--- src/rtl/fp_iter_cu.sv ---
// Control unit sequencing iterative FP datapaths (div, sqrt, ...): IDLE -> LOAD -> CALCULATE.
// Optional watchdog enabled by defining FP_ITER_CU_TIMEOUT_EN.
module fp_iter_cu #(
    parameter int NUM_UNITS  = 2,
    parameter int SEL_W      = 1,
    parameter int MAX_CYCLES = 32,
    parameter int CNT_W      = 6
) (
    input  logic                 clock,
    input  logic                 reset,
    input  logic                 startOp,
    input  logic [SEL_W-1:0]     opSel,
    input  logic                 abortOp,
    input  logic [NUM_UNITS-1:0] readyUnit,
    output logic [NUM_UNITS-1:0] load,
    output logic                 finishOp,
    output logic                 doneOk,
    output logic                 errFlag,
    output logic [CNT_W-1:0]     cycleCount
);

    typedef enum logic [1:0] {
        IDLE      = 2'b00,
        LOAD      = 2'b01,
        CALCULATE = 2'b10
    } state_t;

    if (NUM_UNITS < 1 || NUM_UNITS > 16 || (2 ** SEL_W) < NUM_UNITS ||
        MAX_CYCLES < 2 || MAX_CYCLES > (2 ** CNT_W)) begin : g_bad_params
        $error("fp_iter_cu: illegal parameter combination");
    end

    state_t               state, state_nx;
    logic [SEL_W-1:0]     sel_reg, sel_nx;
    logic [CNT_W-1:0]     cnt, cnt_nx, cnt_inc;
    logic                 err, err_nx;
    logic                 done_r, done_nx;
    logic [NUM_UNITS-1:0] sel_hot;
    logic                 sel_ready, start_ok, timeout;

    always_comb begin
        for (int i = 0; i < NUM_UNITS; i++)
            sel_hot[i] = (sel_reg == SEL_W'(i));
    end

    // Only the selected unit's ready flag can complete the operation.
    assign sel_ready = |(readyUnit & sel_hot);
    assign start_ok  = {{(32-SEL_W){1'b0}}, opSel} < 32'(NUM_UNITS);
    assign cnt_inc   = (cnt == '1) ? cnt : cnt + 1'b1;

`ifdef FP_ITER_CU_TIMEOUT_EN
    assign timeout = (cnt == CNT_W'(MAX_CYCLES - 1));
`else
    assign timeout = 1'b0;
`endif

    always_comb begin
        state_nx = IDLE;
        sel_nx   = sel_reg;
        cnt_nx   = cnt;
        err_nx   = err;
        done_nx  = 1'b0;
        case (state)
            IDLE: begin
                if (startOp) begin
                    if (start_ok) begin
                        state_nx = LOAD;
                        sel_nx   = opSel;
                        err_nx   = 1'b0;
                        cnt_nx   = '0;
                    end else begin
                        err_nx = 1'b1;
                    end
                end
            end
            LOAD: state_nx = abortOp ? IDLE : CALCULATE;
            CALCULATE: begin
                // Abort beats ready, ready beats timeout; a timeout keeps the count at the limit.
                if (abortOp) begin
                    cnt_nx = cnt_inc;
                end else if (sel_ready) begin
                    done_nx = 1'b1;
                    cnt_nx  = cnt_inc;
                end else if (timeout) begin
                    err_nx = 1'b1;
                end else begin
                    state_nx = CALCULATE;
                    cnt_nx   = cnt_inc;
                end
            end
            default: state_nx = IDLE;
        endcase
    end

    always_ff @(posedge clock or posedge reset) begin
        if (reset) begin
            state   <= IDLE;
            sel_reg <= '0;
            cnt     <= '0;
            err     <= 1'b0;
            done_r  <= 1'b0;
        end else begin
            state   <= state_nx;
            sel_reg <= sel_nx;
            cnt     <= cnt_nx;
            err     <= err_nx;
            done_r  <= done_nx;
        end
    end

    assign load       = (state == LOAD) ? sel_hot : '0;
    assign finishOp   = (state != LOAD) && (state != CALCULATE);
    assign doneOk     = done_r;
    assign errFlag    = err;
    assign cycleCount = cnt;

endmodule
--- config.mk ---
export PLATFORM = sky130hd
export DESIGN_NAME = fp_iter_cu
export DESIGN_NICKNAME = d
export VERILOG_FILES = /design/src/rtl/fp_iter_cu.sv
export SDC_FILE = /design/constraint.sdc
export NUM_CORES = 1
export LEC_CHECK = 0
export ABC_AREA = 1
export CORE_MARGIN = 2
export CORE_UTILIZATION = 44
export DETAILED_ROUTE_END_ITERATION = 8
export PLACE_DENSITY = 0.83
export SLEW_MARGIN = 40
export SYNTH_ARGS = -nofsm -noshare
export SYNTH_HDL_FRONTEND = slang
export SYNTH_SLANG_ARGS = --single-unit
--- constraint.sdc ---
create_clock -name clock -period 1.6 [get_ports clock]
set_input_delay 0.16 -clock clock [delete_from_list [all_inputs] [get_ports clock]]
set_output_delay 0.16 -clock clock [all_outputs]
set_load 0.02 [all_outputs]
==> reports/qor.csv <==
stage,metric,value,unit
clocking,cts-hold-fix-buffers,0,
timing,period_minus_slack,1480,ps
setup_path,crit_path_frequent_cell,inv_1,
detailed_routing,wl_per_cell,9.66,um
floorplan,core_area,1280,um^2
timing,setup_ws,117,ps
worst_hold_path,hold_path_class,in -> async,
power,p_leak,0.374,nW
setup_path,r2r_end,cycleCount[1],
detailed_routing,drt_iter0_markers,2,
global_routing,overflow,0,
final_layout,antenna_cells,0,
timing,clock_skew,4.53,ps
synthesis,post-synth-top-area-fraction,41.9,%
power,power,0.692,mW
synthesis,syn-num-nets,84,
synthesis,syn_area_per_cell,8.29,um^2
synthesis,ys_ff_latch,10,
final_layout,post-route-util,60.9,%
global_routing,grt_pass1_wl,1.66,mm
timing,holdWs,166,ps
floorplan,die_w,40.8,um
synthesis,synth-seq-area-share,41.9,%
clocking,clockBufferDepth,2,
global_routing,antenna_found_initial,0,
timing,min_period_over_period,92.7,%
detailed_routing,ant_nets,0,
synthesis,ys_warn_count,0,
final_layout,finalNonFillerCells,105,
power,cellPowerDensity,885,nW/um^2
global_routing,grt_pass1_vias,414,
final_layout,drive_gt1_share,13.3,%
final_layout,fill_cells,120,
floorplan,die_h,40.8,um
timing,hold_violations,0,
synthesis,ys_types,19,
setup_path,critPathArrivalTime,1320,ps
floorplan,initial_core_util,46.4,%
final_layout,largest_register_ff_count,6,
place,dp.cells,101,
setup_path,worstReg2RegStart,state[0],
final_layout,final_area,782,um^2
clocking,path_clk_slew,70,ps
detailed_routing,avgViaCountPerCell,4.68,
status,outcome,completed,
floorplan,die_area,1670,um^2
setup_path,critical_path.slowest_cell,dfrtp_1,
final_layout,final_common_cell,nand2_1,
final_layout,final_cell_mix,"nand2_1 (16), clkdlybuf4s50_1 (13), inv_1 (10), dfrtp_1 (10)",
global_routing,grt.total_usage,16.3,%
detailed_routing,drt-total-wl,1.01,mm
setup_path,cp-end-kind,output port,
setup_path,critPathBufInv,3,
timing,setup_viol,0,
clocking,clock-sinks,10,
timing,rsz0062_at_grt,no,
clocking,root_buffer,clkbuf_4,
floorplan,num_rows,13,
flow_run,cap_violations,0,
setup_path,max_stage_delay,400,ps
power,ir_drop,0.671,mV
place,dpl.hpwl,826,um
setup_path,reg2reg_depth,7,
setup_path,crit_family,buffers and inverters,
clocking,cts_tree,yes,
final_layout,area_delta_synth_final,31.0,%
timing,timing.fmax,674,MHz
place,dp_slack,81.1,ps
floorplan,io_pins,18,
synthesis,synth_top_area_cell,dfrtp_1,
timing,slew_violations,0,
clocking,cts_max_level,1,
setup_path,startpoint_type,register,
place,gp_congestion,0.724,
clocking,clock_latency,270,ps
setup_path,rrSetupSlack,240,ps
global_routing,grt_max_degree,13,
setup_path,cp.depth,5,
place,placed_area,757,um^2
setup_path,worstPathRequired,1440,ps
timing,fin_tns_setup,0,ps
clocking,numCtsBuffers,3,
synthesis,syn_area,597,um^2
detailed_routing,num_vias,491,
synthesis,synth_cells,72,
setup_path,path_class,reg -> out,
detailed_routing,drt-pass1-iter-count,4,
detailed_routing,remaining_drc_errors,0,
setup_path,crit_fanout,3,
final_layout,fin_nets,103,
setup_path,crit_chain,inv_1 > ha_1 > nand2_1 > inv_1 > dlygate4sd2_1,
synthesis,synth.area.top_cells,"dfrtp_1 (42%), ha_1 (10%), nand2_1 (10%)",
place,io_buffers,16,
timing repair:
item	in CTS	in global routing
endpoints found under the setup margin	3	2
buffers inserted	0	0
gates resized for setup	3	4
layout make-up:
type / count / area [um^2] / share of cell area (%)
clock buffers: 4 / 36.3 / 4.64
inverters: 10 / 37.5 / 4.80
multi-input cells: 49 / 283 / 36.2
flip-flops and latches: 10 / 250 / 32.0
well taps: 15 / 18.8 / 2.40
repair buffers: 17 / 156 / 20.0
synth_stat cells, drive strengths merged:
| master | count |
|---|---|
| nand2 | 17 |
| dfrtp | 10 |
| inv | 10 |
| o21ai | 7 |
| nand3 | 6 |
| ha | 5 |
| nor2 | 4 |
| buf | 3 |
| o21bai | 2 |
| or2 | 2 |
| a21oi | 1 |
| conb | 1 |
| mux2 | 1 |
| mux2i | 1 |
| nand3b | 1 |
| nor3 | 1 |
report_power, final:
part | leakage, nW | internal, mW | total (mW) | switching (mW)
Clock | 0.0210 | 0.138 | 0.227 | 0.0892
Sequential | 0.135 | 0.273 | 0.293 | 0.0208
Combinational | 0.217 | 0.0730 | 0.171 | 0.0983
metal layers:
| layer | up-vias | part of all wire, % | global-route usage [%] |
|---|---|---|---|
| li1 | 264 | - | - |
| met1 | 209 | 45 | 17.9 |
| met2 | 16 | 46 | 24.6 |
| met3 | 2 | 6.8 | 8.15 |
| met4 | 0 | 1.4 | 10.0 |
| met5 | - | 0 | 0 |
worst max-delay path by stage:
stage | end | from | slack, ps
6_report | load[1] | state[1] | 120
3_3_place_gp | finishOp | state[0] | 80
5_1_grt | load[1] | state[1] | 20
2_1_floorplan | cycleCount[2] | cycleCount[1] | 250
4_1_cts | finishOp | state[0] | 50
3_5_place_dp | finishOp | state[0] | 80
logic make-up after synthesis:
kind of cell    share of synthesized area, %
buf+inv                                 10.7
fa+ha+maj                               10.5
flops                                   41.9
other cells                            0.628
simple gates                            22.9
mux                                     3.56
compound gates                          9.85
(Power assumes the default switching activity.)
